<file path="config.mk">
export PLATFORM = sky130hd
export DESIGN_NAME = seq_scan_ctrl
export DESIGN_NICKNAME = d
export VERILOG_FILES = /design/src/rtl/seq_pkg.sv /design/src/rtl/seq_match.sv /design/src/rtl/seq_scan_ctrl.sv
export SDC_FILE = /design/constraint.sdc
export NUM_CORES = 1
export LEC_CHECK = 0
export ABC_AREA = 1
export BUFFER_PORTS_ARGS = -buffer_cell sky130_fd_sc_hd__clkbuf_2
export CELL_PAD_IN_SITES_DETAIL_PLACEMENT = 1
export CELL_PAD_IN_SITES_GLOBAL_PLACEMENT = 2
export CORE_MARGIN = 2
export CORE_UTILIZATION = 33
export DETAILED_ROUTE_END_ITERATION = 8
export HOLD_SLACK_MARGIN = 0.06
export PLACE_DENSITY = 0.89
export SYNTH_ARGS = -nofsm -noshare
export SYNTH_HDL_FRONTEND = slang
export SYNTH_SLANG_ARGS = --single-unit
</file>
<file path="constraint.sdc">
create_clock -name clk -period 1.8 [get_ports clk]
set_clock_uncertainty 0.15 [all_clocks]
set_input_delay 0.18 -clock clk [delete_from_list [all_inputs] [get_ports clk]]
set_output_delay 0.18 -clock clk [all_outputs]
set_load 0.02 [all_outputs]
</file>
<file path="src/rtl/seq_pkg.sv">
// Shared types and constants for the serial pattern-scan controller.
package seq_pkg;

  localparam int PAT_W     = 8;
  localparam int IDX_W     = $clog2(PAT_W);
  localparam int CNT_W_DEF = 8;
  localparam int NB_W_DEF  = 4;

  typedef enum logic [1:0] {
    ST_IDLE  = 2'd0,
    ST_LOAD  = 2'd1,
    ST_SHIFT = 2'd2,
    ST_DONE  = 2'd3
  } state_t;

endpackage

</file>
<file path="src/rtl/seq_match.sv">
// Overlapping bit-serial pattern matcher: sliding window plus fill count.
module seq_match
  import seq_pkg::*;
(
  input  logic             clk,
  input  logic             rstn,
  input  logic             clr,
  input  logic             en,
  input  logic             bit_in,
  input  logic [PAT_W-1:0] pattern,
  output logic             match
);

  localparam int FILL_W = $clog2(PAT_W);
  localparam logic [FILL_W-1:0] FILL_FULL = FILL_W'(PAT_W - 1);

  logic [PAT_W-2:0]  window;
  logic [FILL_W-1:0] fill;

  // The window only holds PAT_W-1 bits; the incoming bit completes the compare.
  assign match = en && (fill == FILL_FULL) && ({window, bit_in} == pattern);

  always_ff @(posedge clk or negedge rstn) begin
    if (!rstn) begin
      window <= '0;
      fill   <= '0;
    end else if (clr) begin
      window <= '0;
      fill   <= '0;
    end else if (en) begin
      window <= {window[PAT_W-3:0], bit_in};
      if (fill != FILL_FULL) fill <= fill + FILL_W'(1);
    end
  end

endmodule

</file>
<file path="src/rtl/seq_scan_ctrl.sv">
// Frame controller: accepts bytes over valid/ready, shifts them MSB-first
// through seq_match and counts hits per frame.
module seq_scan_ctrl
  import seq_pkg::*;
#(
  parameter int CNT_W = CNT_W_DEF,
  parameter int NB_W  = NB_W_DEF
) (
  input  logic             clk,
  input  logic             rstn,
  input  logic             start,
  input  logic [PAT_W-1:0] pattern,
  input  logic [NB_W-1:0]  nbytes,
  input  logic             in_valid,
  input  logic [PAT_W-1:0] in_data,
  output logic             in_ready,
  output logic             bit_out,
  output logic             busy,
  output logic             hit,
  output logic [CNT_W-1:0] hit_cnt,
  output logic             done,
  output logic [1:0]       cs
);

  // Handshake: a byte transfers on a rising edge where in_valid && in_ready.
  // in_ready depends only on state, so the source may wait on it freely.

  localparam logic [IDX_W-1:0] IDX_MAX = IDX_W'(PAT_W - 1);
  localparam logic [CNT_W-1:0] CNT_MAX = {CNT_W{1'b1}};

  state_t           state;
  logic [PAT_W-1:0] pat_q;
  logic [PAT_W-1:0] shreg;
  logic [NB_W-1:0]  nb_rem;
  logic [IDX_W-1:0] idx;
  logic [CNT_W-1:0] cnt;
  logic             hit_q;
  logic             done_q;
  logic             m_clr;
  logic             m_en;
  logic             match;

  assign m_clr    = (state == ST_IDLE) && start;
  assign m_en     = (state == ST_SHIFT);
  assign bit_out  = m_en & shreg[idx];
  assign in_ready = (state == ST_LOAD);
  assign busy     = (state != ST_IDLE);
  assign cs       = state;
  assign hit      = hit_q;
  assign hit_cnt  = cnt;
  assign done     = done_q;

  seq_match u_match (
    .clk     (clk),
    .rstn    (rstn),
    .clr     (m_clr),
    .en      (m_en),
    .bit_in  (bit_out),
    .pattern (pat_q),
    .match   (match)
  );

  always_ff @(posedge clk or negedge rstn) begin
    if (!rstn) begin
      state  <= ST_IDLE;
      pat_q  <= '0;
      shreg  <= '0;
      nb_rem <= '0;
      idx    <= '0;
      cnt    <= '0;
      hit_q  <= 1'b0;
      done_q <= 1'b0;
    end else begin
      hit_q  <= 1'b0;
      done_q <= 1'b0;
      case (state)
        ST_IDLE: begin
          if (start) begin
            pat_q  <= pattern;
            nb_rem <= nbytes;
            cnt    <= '0;
            if (nbytes == '0) begin
              state  <= ST_DONE;
              done_q <= 1'b1;
            end else begin
              state <= ST_LOAD;
            end
          end
        end
        ST_LOAD: begin
          if (in_valid) begin
            shreg  <= in_data;
            idx    <= IDX_MAX;
            nb_rem <= nb_rem - NB_W'(1);
            state  <= ST_SHIFT;
          end
        end
        ST_SHIFT: begin
          // hit and the count land on the edge that consumes the completing bit
          if (match) begin
            hit_q <= 1'b1;
            if (cnt != CNT_MAX) cnt <= cnt + CNT_W'(1);
          end
          idx <= idx - IDX_W'(1);
          if (idx == '0) begin
            if (nb_rem != '0) begin
              state <= ST_LOAD;
            end else begin
              state  <= ST_DONE;
              done_q <= 1'b1;
            end
          end
        end
        ST_DONE: state <= ST_IDLE;
        default: state <= ST_IDLE;
      endcase
    end
  end

endmodule

</file>
**Yosys cells after proc, flatten, opt, wreduce, memory -nomap -nowiden**

Index checks and enable logic that the tools add are counted.
Widths: inputs -> output; s select.

- Flip-flop bits (word level): 45
- Input bits: 24
- Output and inout port bits: 15
- Logic and storage cells: 77

- Add/sub/neg operators: 4
- Order comparisons: 1
- Eq/ne operators: 12
- Muxes and demuxes: 29
- Bitwise gates (word level): 1
- Reductions and logical operators: 20

Operator list:

| kind | number |
|---|---|
| $mux 8 | 3 |
| $pmux 8 s2 | 1 |
| $mux 7 | 2 |
| $mux 3 | 4 |
| $reduce_bool 2->1 | 6 |
| $mux 2 | 5 |
| $add 8x1->8 const B | 1 |
| $eq 8x8->1 | 1 |
| $mux 4 | 2 |
| $ne 8x8->1 const B | 1 |
| $pmux 2 s4 | 1 |
| $pmux 4 s2 | 1 |
| $reduce_and 2->1 | 4 |
| $mux 1 | 7 |
| $ne 2x1->1 const B | 3 |
| $pmux 3 s2 | 1 |
| $reduce_and 3->1 | 2 |
| $eq 2x2->1 const B | 2 |
| $logic_not 4->1 | 1 |
| $lt 3x4->1 const B | 1 |
| $ne 2x2->1 const B | 2 |
| $reduce_and 4->1 | 1 |
| $reduce_bool 4->1 | 1 |
| $sub 4x1->4 const B | 1 |
| 11 further kinds | 13 |

**Longest topological paths before layout**

Gate-level depths: netlist (run 1).

- Depth in word-level cells: 7
- Depth in mapped cells: 13
- Depth with buffers taken out: 13

**By module**

A second synthesis (run 1) with hierarchy kept.

- Cell total of the unflattened synthesis: 304
- Area total of the unflattened synthesis: 2,398.6 um^2

Modules (own cells, without submodules):

| module | instances | cells each | area each (um^2) | seq. area each (um^2) |
|---|---|---|---|---|
| seq_scan_ctrl | 1 | 228 | 1,834.3 | 875.8 |
| seq_match | 1 | 76 | 564.3 | 250.2 |

**Worst setup path after synthesis (run 1)**

No wires, ideal clock.

- Path type: register -> register
- From: reg cnt[0] (netlist: hit_cnt[0])
- To: reg cnt[6] (netlist: hit_cnt[6])
- Setup time: 0.117 ns
- Arrival: 1.564 ns
- Data required time: 1.533 ns
- Setup slack: -0.031 ns
- Stages on the path, launching flop included: 11
- Path buffers: 0
- Period minus slack after synthesis: 1.831 ns
- Cells stage by stage: dfrtp_1 -> ha_1 -> nand2_1 -> nor2_1 -> nand2_1 -> nor2_1 -> a31oi_1 -> nand3_4 -> nand2_4 -> nand2_1 -> nand2_1

- Cells in the longest elaborated chain, start to end: 4
- Elaborated cells between the ends (all ways): 7
- Those cells by class: 1 x add/sub; 2 x eq/ne; 3 x mux; 1 x reduce/logical

RTL lines:

| what | RTL line | text |
|---|---|---|
| from (decl) | seq_scan_ctrl.sv:36 | `logic [CNT_W-1:0] cnt;` |
| from (signal assigned) | seq_scan_ctrl.sv:102 | `if (cnt != CNT_MAX) cnt <= cnt + CNT_W'(1);` |
| $add 8x1->8 | seq_scan_ctrl.sv:102 |  |
| $mux 8 | seq_scan_ctrl.sv:102 |  |
| $mux 8 | seq_scan_ctrl.sv:100 | `if (match) begin` |
| $pmux 8 s2 | seq_scan_ctrl.sv:76 | `case (state)` |

Parallel ways exist; a longest one is shown, timed or not. The select of a mux whose other input is x is not followed.
A chain may end at the register's enable or synchronous reset.

**Worst setup path after layout (run 1)**

- From: reg idx[0]
- To: reg cnt[5] (netlist: hit_cnt[5])

- Cells in the longest elaborated chain, start to end: 7

RTL lines:

| what | RTL line | text |
|---|---|---|
| from (decl) | seq_scan_ctrl.sv:35 | `logic [IDX_W-1:0] idx;` |
| from (signal assigned) | seq_scan_ctrl.sv:104 | `idx <= idx - IDX_W'(1);` |
| $bmux 1 s3 | seq_scan_ctrl.sv:45 | `assign bit_out = m_en & shreg[idx];` |
| $mux 1 (not written as such) | seq_scan_ctrl.sv:45 |  |
| $and 1x1->1 | seq_scan_ctrl.sv:45 |  |
| $eq 8x8->1 | seq_match.sv:21 | `assign match = en && (fill == FILL_FULL) && ({window, bit_in} == pattern);` |
| $logic_and 1x1->1 | seq_match.sv:21 |  |
| $ne 2x1->1 (no line) | -- |  |
| $reduce_and 4->1 (no line) | -- |  |

Every way passes these cells. The select of a mux whose other input is x is not followed.

==> impl_metrics.py, run 1 <==
metrics = {
    "logic_synthesis": {
        "synth_nets": 304,
        "ys.flop_type": "dfrtp_1",
        "synth-edff-count": 0,
        "synth_area_per_cell_sq_um": 8.29,
        "synth_warnings": 0,
        "ys_ff_latch": 45,
        "syn-cell-area_sq_mm": 0.00226,
        "async_flop_share_pct": 100,
        "synth_cells": 273,
        "yosysSeqAreaShare_pct": 49.8,
        "synth.distinct_cells": 26,
    },
    "cts": {
        "cts.sinks": 45,
        "htreeDepth": 2,
        "clock_latency_ns": 0.30,
        "cts.reportedPaths.clkPinSlew_ns": 0.09,
        "cts-root-buf": "clkbuf_8",
        "numCtsBuffers": 5,
        "tritoncts": "built",
        "cts_buffer_depth": 2,
    },
    "sta": {
        "worst_slew_pin_slew_ns": 0.527,
        "rsz0062_at_grt": "yes",
        "timing.final.crit_share_pct": 98.1,
        "fin_crit_ns": 1.77,
        "relSlewSlack_pct": 64.8,
        "fin_ws_ns": 0.0336,
        "max_freq_mhz": 566,
        "setup_violations": 0,
        "whs_ns": 0.0690,
        "hold_viol": 0,
        "slew_viol_final": 0,
    },
    "die": {
        "coreArea_sq_mm": 0.00672,
        "start_util_pct": 33.7,
        "rows": 30,
        "pin_count": 39,
        "die_h_microns": 86.8,
        "dieWidth_microns": 86.8,
        "die_area_sq_mm": 0.00753,
    },
    "setup_path": {
        "cp_cell_sequence": "inv_2 > nand2_1 > nand3_1 > nand3_2 > buf_4 > nand3_1 > nand2_1 > inv_2 > nand3_4 > nand2_8 > nand2_2 > nand2_1",
        "crit_top_cell": "nand2_1",
        "worstPathArrival_ns": 1.86,
        "worst-path-buf-inv": 3,
        "critPathTopFamily": "simple AND/OR/NAND/NOR gates",
        "slowest_delay_ns": 0.45,
        "reg2reg_to": "hit_cnt[5]",
        "crit_fanout": 8,
        "cp.required_ns": 1.89,
        "end_kind": "register",
        "worst-setup-path-type": "register to register",
        "r2r-start": "idx[0]",
        "cp_slowest_cell": "dfrtp_2",
        "reg2reg_depth": 12,
        "rrSetupSlack_ns": 0.03,
        "cp-start-kind": "register",
    },
    "layout": {
        "layout.nets": 381,
        "final_cell_mix": "nand2_1 (60), dfrtp_1 (42), clkbuf_2 (37)",
        "areaGrowthSynthToFinish_pct": 33.4,
        "drive_above_1_share_pct": 25.9,
        "antenna_cells": 0,
        "final_common_cell": "nand2_1",
    },
    "global_route": {
        "gr-usage-all-layers_pct": 16.1,
        "grt_overflow": 0,
        "grt_pass1_vias": 2148,
        "grt_pass1_wl_microns": 9550,
        "grt_start_max_net_pins": 28,
        "antenna_found_initial": 0,
    },
    "worst_hold_path": {
        "holdPathStages": 3,
        "hp-class": "input port to register",
        "hold_start": "in_valid",
        "min_to": "cs[0]",
    },
    "detailed_routing": {
        "drcViolationCount": 0,
        "wl_microns": 5730,
        "viasPerCell": 4.76,
        "ant_nets": 0,
        "vias": 2052,
        "first_pass_iters": 4,
        "avgRoutedWirePerCell_microns": 13.3,
        "drtIter0Drc": 44,
    },
    "power": {
        "p_leak_uw": 0.00153,
        "ir_worst_vdd_v": 0.000721,
        "pwr_density_cell_mw_per_mm2": 1410,
    },
    "job": {
        "maxCapViolCount": 0,
    },
    "placement": {
        "port_buffers": 38,
        "globalplace.congestion": 0.746,
        "dp_hpwl_microns": 4140,
        "pre_cts_ws_ns": 0.0319,
    },
    "status": {
        "status": "finished, final reports clean",
    },
}
state kept, by name (all words and copies together) (netlist names):
signal	flops
hit_cnt	8
pat_q	8
shreg	8
u_match.window	7
nb_rem	4
idx	3
u_match.fill	3
cs	2
done	1
hit	1
worst max-delay path by stage:
stage | depth (start not counted) | startpoint | to | slack [ns]
after floorplan | 6 | cs[0] | cs[1] | 0.04
after CTS | 10 | hit_cnt[1] | hit_cnt[5] | 0.01
after detailed placement | 10 | hit_cnt[1] | hit_cnt[5] | 0.03
after global routing | 12 | u_match.fill[0] | hit_cnt[0] | -0.12
final | 12 | idx[0] | hit_cnt[5] | 0.03
after global placement | 10 | hit_cnt[1] | hit_cnt[0] | 0.09
worst min-delay path, stage by stage:
cell	delay, ns
clkbuf_2	0.09
or2_2	0.12
o21ai_0	0.07
Yosys cell counts (2+ instances only):
master	number	share of area (%)
clkbuf_1	3	0.50
o22ai_1	7	1.9
ha_1	7	3.9
xor2_1	6	2.3
o211ai_1	3	1.0
nor2_1	32	5.3
inv_2	3	0.50
dfrtp_1	45	50
mux2_2	5	2.5
nand2_1	62	10
nand3_1	22	4.9
inv_1	32	5.3
o21ai_0	13	2.9
a21oi_1	17	3.8
or2_2	4	1.1
xnor2_1	2	0.77
cell families after synthesis:
logic type | after synthesis | share of synthesized area [%]
AOI/OAI and AO/OA | 41 | 9.84
xor gates and xnor gates | 8 | 3.10
adders and majority gates | 7 | 3.87
buffers and inverters | 40 | 6.75
DFF | 45 | 49.8
muxes | 5 | 2.49
and+or+nand+nor | 127 | 24.2
metal layers:
metal / vias up / routed length, microns / global-route usage, %
li1: 1033 / - / -
met1: 985 / 2730 / 20.6
met2: 28 / 2810 / 28.0
met3: 6 / 129 / 2.29
met4: 0 / 61 / 4.83
met5: - / 0 / 0
layout make-up:
type / count / area, sq um
flip-flops and latches: 45 / 1130
repair buffers: 73 / 526
fillers: 817 / 3700
multi-input cells: 189 / 1040
clock buffers: 6 / 72.6
well taps: 80 / 100
inverters: 36 / 136
clock inverters: 2 / 10.0
metrics by stage:
step | area, sq um | power [uW] | TNS [ns] | util, % | instances
floorplan | 2260 | 2850 | 0 | - | 273
global placement | 2640 | 3390 | 0 | 39.3 | 399
detailed placement | 2640 | 3470 | 0 | 39.3 | 399
CTS | 2950 | 4220 | 0 | 43.9 | 428
global route | 3020 | 4620 | -0.817 | 44.9 | 431
finish | 3020 | 4250 | 0 | 44.9 | 431
report_power, final:
group,switching (uW),internal (uW),leakage (uW)
sequential,218,1380,0.000551
clock,352,270,0.0000450
combinational,1210,816,0.000931
total,1780,2470,0.00153
repair_timing:
item | 4_1_cts | 5_1_grt
gates cloned | 0 | 1
hold buffers | 19 | 0
endpoints found under the hold margin | 36 | 0
setup buffers | 3 | 2
setup endpoints to repair | 1 | 11
gates resized for setup | 6 | 9
pin swaps | 2 | 5
Note: power is estimated with default switching activity, not from simulation.
==> run 2, diff against run 1 <==
Settings changed: MAX_ROUTING_LAYER set to met4.
==> run 2 against run 1 <==
  * First-iteration DRC count rose by 68%
  * Hold slack about the same
  * Via count barely moved
  * Sequential cell count unchanged
  * Die area unchanged
  * Maximum frequency increased by 0.42%
  * Routed wire length is essentially flat
  * Power down 0.20%
  * Final area unchanged
  * Non-clock buffer count is the same
  * Sequential share of layout area unchanged
  * Critical path type unchanged
  * Critical endpoint unchanged
==> impl_metrics.py, run 2 (same netlist as run 1, synthesis figures left out) <==
metrics = {
    "cts": {
        "cts-root-buf": "clkbuf_8",
        "tritoncts": "built",
        "numCtsBuffers": 5,
        "htreeDepth": 2,
        "clock_latency_ns": 0.30,
        "cts.sinks": 45,
        "cts_buffer_depth": 2,
        "cts.reportedPaths.clkPinSlew_ns": 0.08,
    },
    "sta": {
        "hold_viol": 0,
        "worst_slew_pin_slew_ns": 0.534,
        "slew_viol_final": 0,
        "whs_ns": 0.0689,
        "relSlewSlack_pct": 64.4,
        "timing.final.crit_share_pct": 97.7,
        "rsz0062_at_grt": "yes",
        "fin_crit_ns": 1.76,
        "final.setup.tns_ns": 0,
        "setup_violations": 0,
        "max_freq_mhz": 569,
    },
    "setup_path": {
        "worstPathArrival_ns": 1.85,
        "cp-start-kind": "register",
        "crit_fanout": 8,
        "end_kind": "register",
        "worst-setup-path-type": "register to register",
        "cp.required_ns": 1.89,
    },
    "layout": {
        "layout.nets": 381,
        "final_cell_mix": "nand2_1 (60), dfrtp_1 (42), clkbuf_2 (37)",
        "drive_above_1_share_pct": 25.9,
        "multiInputGateArea_sq_mm": 0.00104,
        "regArea_sq_mm": 0.00113,
        "areaGrowthSynthToFinish_pct": 33.4,
        "antenna_cells": 0,
        "final_common_cell": "nand2_1",
        "fin_cells": 431,
        "stdcell_area_sq_mm": 0.00302,
        "nFillCells": 817,
    },
    "die": {
        "rows": 30,
        "coreArea_sq_mm": 0.00672,
        "dieWidth_microns": 86.8,
        "pin_count": 39,
        "start_util_pct": 33.7,
        "die_area_sq_mm": 0.00753,
        "die_h_microns": 86.8,
    },
    "power": {
        "ir_worst_vdd_v": 0.000721,
        "p_leak_uw": 0.00153,
        "pwr_density_cell_mw_per_mm2": 1410,
    },
    "global_route": {
        "antenna_found_initial": 0,
        "grt_start_max_net_pins": 28,
        "gr-usage-all-layers_pct": 16.5,
        "grt_pass1_vias": 2147,
        "grt_pass1_wl_microns": 9540,
        "grt_overflow": 0,
    },
    "job": {
        "maxCapViolCount": 0,
    },
    "detailed_routing": {
        "drtIter0Drc": 74,
        "first_pass_iters": 4,
        "drcViolationCount": 0,
        "ant_nets": 0,
        "vias": 2051,
        "wl_microns": 5720,
        "viasPerCell": 4.76,
        "avgRoutedWirePerCell_microns": 13.3,
    },
    "placement": {
        "dp.cells": 399,
        "globalplace.congestion": 0.756,
        "dp_hpwl_microns": 4140,
        "port_buffers": 38,
        "place_area_sq_mm": 0.00264,
    },
    "worst_hold_path": {
        "hp-class": "input port to register",
    },
    "status": {
        "status": "finished, final reports clean",
    },
}
run 2: cell counts in the layout (fill, tap and decap cells not counted):
Identical to the previous run, type by type.
run 2: cell type report:
class | instances | area share [%]
Sequential cell | 45 | 37.5
Tap cell | 80 | 3.32
Multi-Input combinational cell | 189 | 34.6
Timing Repair Buffer | 73 | 17.4
Inverter | 36 | 4.52
Clock inverter | 2 | 0.332
Clock buffer | 6 | 2.41
run 2: per-stage QoR:
step | setup slack, ns | util [%] | total power, uW
floorplan | 0.0450 | - | 2850
global placement | 0.0934 | 39.3 | 3390
detailed placement | 0.0319 | 39.3 | 3470
CTS | 0.0103 | 43.9 | 4220
global route | -0.116 | 44.9 | 4610
finish | 0.0410 | 44.9 | 4240
run 2: where the power goes:
group | internal (uW) | total, uW | leakage, uW | switching (uW)
Sequential | 1380 | 1600 | 0.000551 | 219
Combinational | 815 | 2030 | 0.000931 | 1210
Clock | 270 | 611 | 0.0000450 | 342
Total | 2470 | 4240 | 0.00153 | 1770
run 2: what timing repair did:
item | in CTS | in global routing
endpoints found under the setup margin | 1 | 11
gates resized for setup | 6 | 9
pin swaps | 2 | 4
hold buffers | 19 | 0
cloned | 0 | 1
buffers inserted | 3 | 2
hold endpoints to repair | 36 | 0
run 2: worst paths after layout:
path                       cells after the start    endpoint  slack (ns)      from
min in group asynchronous                      2    pat_q[3]        0.23      rstn
max in group asynchronous                      3      idx[0]        0.73      rstn
min reg2reg                                    1         hit        0.33  pat_q[0]
max                                           12  hit_cnt[5]        0.04    idx[0]
min                                            3       cs[0]        0.07  in_valid
max reg2reg                                   12  hit_cnt[5]        0.04    idx[0]
run 2: worst max-delay path: stages (launching register included):
cell and delay (ns):
dfrtp_2 0.45, inv_2 0.09, nand2_1 0.06, nand3_1 0.07
nand3_2 0.10, buf_4 0.14, nand3_1 0.07, nand2_1 0.08
inv_2 0.10, nand3_4 0.14, nand2_8 0.14, nand2_2 0.05
nand2_1 0.06
run 2: per-layer routing:
layer / vias to the layer above / part of all wire [%] / track usage [%]
li1: 1034 / - / -
met1: 984 / 48 / 20.4
met2: 27 / 49 / 28.1
met3: 6 / 2.3 / 2.57
met4: 0 / 1.0 / 4.40
met5: - / 0 / -
